### src/rtl/dut_arb_pkg.sv
// Shared types for the dut port arbiter: FSM states, default dut widths,
// the transaction record and the round-robin wrap helper.
package dut_arb_pkg;

  localparam int DEF_ADDR_W = 3;
  localparam int DEF_DATA_W = 1;

  typedef enum logic [1:0] {
    ST_IDLE  = 2'd0,
    ST_ISSUE = 2'd1,
    ST_RESP  = 2'd2
  } arb_state_e;

  typedef struct packed {
    logic                  write;
    logic [DEF_ADDR_W-1:0] addr;
    logic [DEF_DATA_W-1:0] wdata;
  } arb_txn_t;

  function automatic int wrap_inc(input int v, input int n);
    return (v + 1 >= n) ? 0 : v + 1;
  endfunction

endpackage

### src/rtl/rr_arbiter.sv
// Combinational round-robin pick: first set request at or above ptr, wrapping.
// Zero latency; no state, the caller owns the pointer.
module rr_arbiter #(
  parameter int NUM_REQ = 4,
  parameter int IDX_W   = (NUM_REQ > 1) ? $clog2(NUM_REQ) : 1
) (
  input  logic [NUM_REQ-1:0] req_i,
  input  logic [IDX_W-1:0]   ptr_i,
  output logic [NUM_REQ-1:0] gnt_o,
  output logic [IDX_W-1:0]   idx_o,
  output logic               any_o
);

  always_comb begin
    int j;
    j     = 0;
    gnt_o = '0;
    idx_o = '0;
    any_o = 1'b0;
    for (int k = 0; k < NUM_REQ; k++) begin
      j = int'(ptr_i) + k;
      if (j >= NUM_REQ) j = j - NUM_REQ;
      if (!any_o && req_i[j]) begin
        any_o    = 1'b1;
        gnt_o[j] = 1'b1;
        idx_o    = IDX_W'(j);
      end
    end
  end

endmodule

### src/rtl/dut_port_arbiter.sv
// Round-robin sharing of the dut write/read ports; one transaction per 3 cycles
// minimum (grant, issue, respond). A low dut rdy stalls ISSUE up to TIMEOUT cycles.
module dut_port_arbiter
  import dut_arb_pkg::*;
#(
  parameter int NUM_REQ = 4,
  parameter int ADDR_W  = DEF_ADDR_W,
  parameter int DATA_W  = DEF_DATA_W,
  parameter int TIMEOUT = 16
) (
  input  logic                  CLK,
  input  logic                  RST,
  input  logic [NUM_REQ-1:0]        req_valid,
  input  logic [NUM_REQ-1:0]        req_write,
  input  logic [NUM_REQ*ADDR_W-1:0] req_addr,
  input  logic [NUM_REQ*DATA_W-1:0] req_wdata,
  output logic [NUM_REQ-1:0]        req_ready,
  output logic [NUM_REQ-1:0]        rsp_valid,
  output logic [DATA_W-1:0]         rsp_data,
  output logic                      rsp_err,
  output logic [ADDR_W-1:0]         write_address,
  output logic [DATA_W-1:0]         write_data,
  output logic                      write_en,
  input  logic                      write_rdy,
  output logic [ADDR_W-1:0]         read_address,
  output logic                      read_en,
  input  logic [DATA_W-1:0]         read_data,
  input  logic                      read_rdy
);

  localparam int IDX_W = (NUM_REQ > 1) ? $clog2(NUM_REQ) : 1;
  localparam int CNT_W = $clog2(TIMEOUT);

  typedef struct packed {
    logic              write;
    logic [ADDR_W-1:0] addr;
    logic [DATA_W-1:0] wdata;
  } txn_t;

  arb_state_e         state_q, state_d;
  logic [IDX_W-1:0]   ptr_q;
  logic [IDX_W-1:0]   gnt_idx_q;
  txn_t               txn_q;
  txn_t               pick_txn;
  logic [DATA_W-1:0]  rdata_q;
  logic               err_q;
  logic [CNT_W-1:0]   wait_q;

  logic [NUM_REQ-1:0] arb_gnt;
  logic [IDX_W-1:0]   arb_idx;
  logic               arb_any;
  logic               in_issue;
  logic               sel_rdy;
  logic               timeout_hit;

  rr_arbiter #(
    .NUM_REQ (NUM_REQ),
    .IDX_W   (IDX_W)
  ) u_rr (
    .req_i (req_valid),
    .ptr_i (ptr_q),
    .gnt_o (arb_gnt),
    .idx_o (arb_idx),
    .any_o (arb_any)
  );

  always_comb begin
    pick_txn = '0;
    for (int i = 0; i < NUM_REQ; i++) begin
      if (arb_idx == IDX_W'(i)) begin
        pick_txn.write = req_write[i];
        pick_txn.addr  = req_addr[i*ADDR_W +: ADDR_W];
        pick_txn.wdata = req_wdata[i*DATA_W +: DATA_W];
      end
    end
  end

  assign in_issue    = (state_q == ST_ISSUE);
  assign sel_rdy     = txn_q.write ? write_rdy : read_rdy;
  assign timeout_hit = in_issue && !sel_rdy && (wait_q == CNT_W'(TIMEOUT - 1));

  always_ff @(posedge CLK) begin
    if (RST) state_q <= ST_IDLE;
    else     state_q <= state_d;
  end

  always_comb begin
    state_d = state_q;
    unique case (state_q)
      ST_IDLE:  if (arb_any) state_d = ST_ISSUE;
      ST_ISSUE: if (sel_rdy || timeout_hit) state_d = ST_RESP;
      ST_RESP:  state_d = ST_IDLE;
      default:  state_d = ST_IDLE;
    endcase
  end

  always_ff @(posedge CLK) begin
    if (RST) begin
      ptr_q     <= '0;
      gnt_idx_q <= '0;
      txn_q     <= '0;
      rdata_q   <= '0;
      err_q     <= 1'b0;
      wait_q    <= '0;
    end else begin
      unique case (state_q)
        ST_IDLE: begin
          if (arb_any) begin
            gnt_idx_q <= arb_idx;
            txn_q     <= pick_txn;
          end
          rdata_q <= '0;
          err_q   <= 1'b0;
          wait_q  <= '0;
        end
        ST_ISSUE: begin
          if (sel_rdy) begin
            wait_q <= '0;
            if (!txn_q.write) rdata_q <= read_data;
          end else if (timeout_hit) begin
            wait_q <= '0;
            err_q  <= 1'b1;
          end else begin
            wait_q <= wait_q + CNT_W'(1);
          end
        end
        ST_RESP: ptr_q <= IDX_W'(wrap_inc(int'(gnt_idx_q), NUM_REQ));
        default: ;
      endcase
    end
  end

  // en follows rdy combinationally so it is never raised against a low rdy
  always_comb begin
    req_ready     = (state_q == ST_IDLE && !RST) ? arb_gnt : '0;
    write_en      = in_issue && txn_q.write && write_rdy;
    read_en       = in_issue && !txn_q.write && read_rdy;
    write_address = (in_issue && txn_q.write) ? txn_q.addr : '0;
    write_data    = (in_issue && txn_q.write) ? txn_q.wdata : '0;
    read_address  = (in_issue && !txn_q.write) ? txn_q.addr : '0;
    rsp_data      = (state_q == ST_RESP) ? rdata_q : '0;
    rsp_err       = (state_q == ST_RESP) && err_q;
    rsp_valid     = '0;
    for (int i = 0; i < NUM_REQ; i++) begin
      rsp_valid[i] = (state_q == ST_RESP) && (gnt_idx_q == IDX_W'(i));
    end
  end

endmodule

### config.mk
export PLATFORM = sky130hd
export DESIGN_NAME = dut_port_arbiter
export DESIGN_NICKNAME = d
export VERILOG_FILES = /design/src/rtl/dut_arb_pkg.sv /design/src/rtl/rr_arbiter.sv /design/src/rtl/dut_port_arbiter.sv
export SDC_FILE = /design/constraint.sdc
export NUM_CORES = 1
export LEC_CHECK = 0
export CAP_MARGIN = 5
export CELL_PAD_IN_SITES_DETAIL_PLACEMENT = 0
export CELL_PAD_IN_SITES_GLOBAL_PLACEMENT = 1
export CORE_MARGIN = 2
export CORE_UTILIZATION = 38
export CTS_CLUSTER_DIAMETER = 60
export DETAILED_ROUTE_END_ITERATION = 8
export GPL_TIMING_DRIVEN = 0
export PLACE_DENSITY = 0.87
export SLEW_MARGIN = 10
export SYNTH_ARGS = -nofsm -noshare
export SYNTH_HDL_FRONTEND = slang
export SYNTH_SLANG_ARGS = --single-unit
### constraint.sdc
create_clock -name CLK -period 5.8 [get_ports CLK]
set_input_delay 0.87 -clock CLK [delete_from_list [all_inputs] [get_ports CLK]]
set_output_delay 0.87 -clock CLK [all_outputs]
set_load 0.02 [all_outputs]
# --- Word-level counts from Yosys, hierarchy flattened ---
# Cells that the tools add are included.
classes:
  eq_ne: 15
  add_sub_neg: 9
  muxes: 59
  n_reduce_logical: 34
  n_bitwise: 3
  magnitude_cmp: 13
ops:
  columns: ["operator", "n"]
  rows:
  - [">= comparator 32 x 1 -> 1 bit (second input constant)", 4]
  - ["< comparator 32 x 4 -> 1 bit (second input constant)", 4]
  - ["two-way mux 32 bit", 4]
  - [">= comparator 32 x 4 -> 1 bit (second input constant)", 3]
  - ["subtractor 32 x 4 -> 32 bit (second input constant)", 3]
  - ["two-way mux 4 bit", 7]
  - ["two-way mux 1 bit", 23]
  - ["two-way mux 5 bit", 4]
  - ["logical AND 1 bit", 19]
  - ["two-way mux 2 bit", 7]
  - ["bitwise OR 4 bit", 3]
  - ["equality test 2 bit (second input constant)", 5]
  - ["binary-select mux 1 bit (select 2 bit)", 4]
  - ["demux 1 bit (select 2 bit)", 4]
  - ["one-hot mux 4 bit (2 select lines)", 1]
  - ["adder 2 x 1 -> 3 bit (second input constant)", 2]
  - ["adder 2 x 2 -> 3 bit (second input constant)", 2]
  - ["equality test 2 x 1 -> 1 bit (second input constant)", 3]
  - ["zero test 1 bit", 6]
  - ["zero test 2 bit", 3]
  - ["two-way mux 3 bit", 2]
  - ["!= test 2 x 1 -> 1 bit (second input constant)", 3]
  - ["!= test 2 bit (second input constant)", 3]
  - ["AND reduction 3 bit", 2]
  - ["other kinds (10)", 12]
word_totals:
  in_bits: 29
  ff_bits: 17
  out_inout_bits: 19

# --- Logic depth before layout (Yosys ltp) ---
logic_depth:
  word_depth: 20
  mapped_depth: 11
  ltp_nobuf: 7

# --- By module ---
# Synthesis repeated with hierarchy kept, for this count alone.
unflattened:
  cells_unflattened: 171
  area_unflattened_um2: 1497.7
modules_own_cells:
  columns: ["mod", "cells_each", "area_each_um2", "instances"]
  rows:
  - ["dut_port_arbiter", 123, 1038.5, 1]
  - ["rr_arbiter", 48, 459.2, 1]

# --- Worst setup path after synthesis ---
# Ideal clock, no wire load.
synth_timing:
  path_kind: "flip-flop to output port"
  start: "register ptr_q[0]"
  end: "output req_ready[0]"
  path_stages_with_launch: 11
  slack_ns: 2.250
  path_buffers: 3
  arrival_ns: 2.680
  cell_sequence: "dfxtp_1 buf_6 buf_6 inv_1 ha_1 buf_4 or3b_2 a211o_1 a31oi_1 a2bb2oi_1 a21oi_1"
synth_via:
  elab_chain_len: 16
synth_rtl:
  columns: ["element", "line", "text"]
  rows:
  - ["start: declaration", "dut_port_arbiter.sv:41", "logic [IDX_W-1:0] ptr_q;"]
  - ["start signal: assignment", "dut_port_arbiter.sv:127", "ST_RESP: ptr_q <= IDX_W'(wrap_inc(int'(gnt_idx_q), NUM_REQ));"]
  - ["parallel branches: the longest is 14 deep, another holds subtractor 32 x 4 -> 32 bit", null, null]
  - ["two-way mux 4 bit (*)", "rr_arbiter.sv:23", "if (!any_o && req_i[j]) begin"]
  - ["two-way mux 4 bit (*)", "dut_port_arbiter.sv:135", "req_ready = (state_q == ST_IDLE && !RST) ? arb_gnt : '0;"]
  - ["end: declaration", "dut_port_arbiter.sv:17", "output logic [NUM_REQ-1:0] req_ready,"]
# Mark *: on every way between the ends. The select of a mux whose other input is x is not followed.

# --- Worst setup path in the final report ---
# Ends and elaborated chain as after synthesis.

==> impl_results.md <==
* Crit-path max FO at 10
* CP Cell Sequence: buf_6 -> buf_6 -> inv_1 -> ha_1 -> buf_4 -> or3b_2 -> a211o_1 -> a31oi_1 -> a2bb2oi_1 -> a21oi_1 -> clkdlybuf4s50_1
* Clock Skews at 0.00304 ns
* Reg2Reg Setup Slack at 2.82 ns
* Via density per instance at between 5 and 6
* Die ar. at 4940 um2
* Period utilisation layout at between 70% and 80%
* Worst Setup SP: ptr_q[0]
* Critical Path Start Type: flop
* Worst-path clk slew at roughly 0.07 ns
* EDFF count, synth at 0
* Slew headroom at 66.5%
* Critical path depth at 11
* TritonCTS buffer count at 3
* Yosys reg bits at 17
* Largest net degree at the start of global routing at 11
* Pleak at ~0.85 nW
* Register area share after synthesis at roughly 20%
* Worst vdd ir at 0.000148 V
* Most common cell after layout, fill and taps aside: clkdlybuf4s50_1
* DRC at 0
* Fmax achieved at around 220 MHz
* N_diodes at 0
* FILL cells at 430
* Top delay family on crit path: buffers and inverters
* Cells after synthesis at ~200
* Initial antenna violation count at 0
* Slowest stage delay, CP at slightly above 0.6 ns
* Top cells by area, synth: dfxtp_1 20%, a2111oi_0 7.9%, ha_1 7.5%
* Ys Warns at 0
* Worst-skew pair later-pin latency at approximately 0.25 ns
* Syn nets at roughly 240
* Gr usage total at between 15 and 20%
* Iter 0 DRT Violations at 67
* Total grt overflow at 0
* Max-cap violations at 0
* Metal2 WL at 1870 um
* Top-area cell type share of the netlist area at roughly 20%
* Metal-1 WL at 2040 um
* Cell Rows at 24
* WL per Instance at around 14 um
* Slew Viols, Final at 0
* Synth cell types at 50
* CP arrival at ~3.6 ns
* Slew @ Worst Pin at about 0.49 ns
* Final WL at around 4100 um
* Cell taking the most area after synthesis: dfxtp_1
* Min-delay src: err_q
* Die Y at approximately 70 um
* Top FF cell, synth: dfxtp_1
* CTS tree: done
* Via Count at between 1500 and 2000
* Worst Setup EP: req_ready[0]
* Share of cells above drive strength 1 at 10.8%
* Post-route ant nets at 0
* First-pass GRT wire length at 6790 um
* Worst Path Required at between 4 and 5 ns
* Crit path capture type: primary output
* DR pass1 iterations at 4
* CTS Buffer Depth at 2
* Gpl congestion at between 0.8 and 0.9
* Reg2reg end: txn_q[3]
* Mean Syn Cell Area at between 8 and 9 um2
* FF-to-FF Start: ptr_q[0]
* I/O pins at 48
* Min cycle time layout at about 4.5 ns
* PortBufs at 44
* Top Metal Used: met4
* Commonest cells after routing, fill and taps aside: 44 x clkdlybuf4s50_1, 17 x dfxtp_1, 16 x inv_1, 15 x nor2_1, 15 x a2111oi_0
* Cell Pwr Density at 165 nW/um2
* Vias in the first global route at roughly 1500
* Post-CTS sizing at 0
* Core area at 4290 um2
* CTS H-Tree Depth at 1
* CP dominant cell by count: buf_6
* CTS root buf: clkbuf_8
* Total power at ~0.37 mW
* RSZ-0062 raised after global routing: no
* Final hold slack at between 0.4 and 0.5 ns
* Status: complete, no violations
* Async S/R FF share, synth at 0%
* # nets final at a little under 300
* Setup_tns at 0 ns
* WL met3 at 160 um
* Area grow syn2layout at 33.1%
* DP Wirelength at 3120 um
* Dpl cell area at approximately 2200 um2
* Buf/Inv on CP at 5
* Hold Violations, Final at 0
* Clk sinks at 17
* FF+latch area at between 300 and 400 um2
* Multi-input logic area at roughly 1100 um2
* Core Util, Final at about half
* Final setup violating endpoints at 0
* Min-Delay Path Class: reg2reg
* Final instance area at approximately 2200 um2
* Die Wd at 70.3 um
* # Post-CTS Setup Buffers at 0
* Critical path class: reg2out
* Hold_buf cts at 0
* Starting Density at 38.9%
* Syn Std Cell Area at ~1700 um2
* R2R depth at 11
* Crit-path slowest cell: clkdlybuf4s50_1
[synthesized netlist by cell type, types with 2 or more instances]
library cell / number
nor2b_1: 3
a211oi_1: 2
a21oi_1: 14
a221oi_1: 5
nand3b_1: 6
nor2_1: 15
a2bb2oi_1: 4
nor4b_1: 2
mux2i_1: 3
buf_4: 5
nor4_1: 2
mux2_2: 2
buf_6: 4
a22oi_1: 5
o31ai_1: 5
a211o_1: 3
and2_1: 12
clkbuf_1: 3
nand3_1: 3
ha_1: 10
inv_1: 16
dfxtp_1: 17
or3_1: 4
a2111oi_0: 15
and3_1: 5
nand2b_1: 2
buf_2: 4
o21ai_0: 3
mux4_2: 2
nand2_1: 6
[how the worst min path moves through the flow]
stage / to / depth (start not counted)
floorplan: err_q / 2
global placement: err_q / 2
detailed placement: err_q / 2
CTS: err_q / 2
global route: err_q / 2
finish: err_q / 2
[worst min-delay path: stages, from the launching register on]
cell and delay (ns):
dfxtp_1 0.31, o21ai_0 0.06, a21oi_1 0.06
[registers in the layout, summed over array words and instances (netlist names)]
| signal | count |
|---|---|
| gnt_idx_q | 2 |
| rdata_q | 1 |
| err_q | 1 |
| ptr_q | 2 |
| txn_q | 5 |
| state_q | 2 |
| wait_q | 4 |
[logic make-up (layout without fill, tap and decap cells)]
family          after synthesis  count (layout)  synth area share [%]
flops                        17              17                  20.4
simple gates                 70              70                  25.3
compound gates               63              63                  28.0
mux                           8               8                  7.42
buf+inv                      34              82                  11.3
fa+ha+maj                    10              10                  7.50
[area by class of cell]
type                       instances  area share (%)
buffer                            18            5.80
clock buffer                       3            1.86
clock inverter                     1           0.225
inverter                          16            2.70
multi-input combinational        151            51.3
sequential                        17            15.3
tap                               52            2.93
timing repair buffer              44            19.8
[power by group]
part	internal, mW	switching (mW)	leakage (nW)	total, mW
logic	0.0710	0.0722	0.687	0.143
registers	0.127	0.0103	0.139	0.137
clock network	0.0476	0.0397	0.0255	0.0873
[routing by layer]
metal	global-route usage (%)	vias to the layer above
met5	0	-
met4	3.21	0
met3	2.45	2
met2	25.9	43
met1	24.1	759
li1	-	864
[metrics by stage]
stage	cells	setup slack, ns
3_5_place_dp	298	1.42
4_1_cts	302	1.31
5_1_grt	302	1.07
2_1_floorplan	202	2.25
3_3_place_gp	298	1.42
6_report	302	1.29
(Power assumes the default switching activity.)
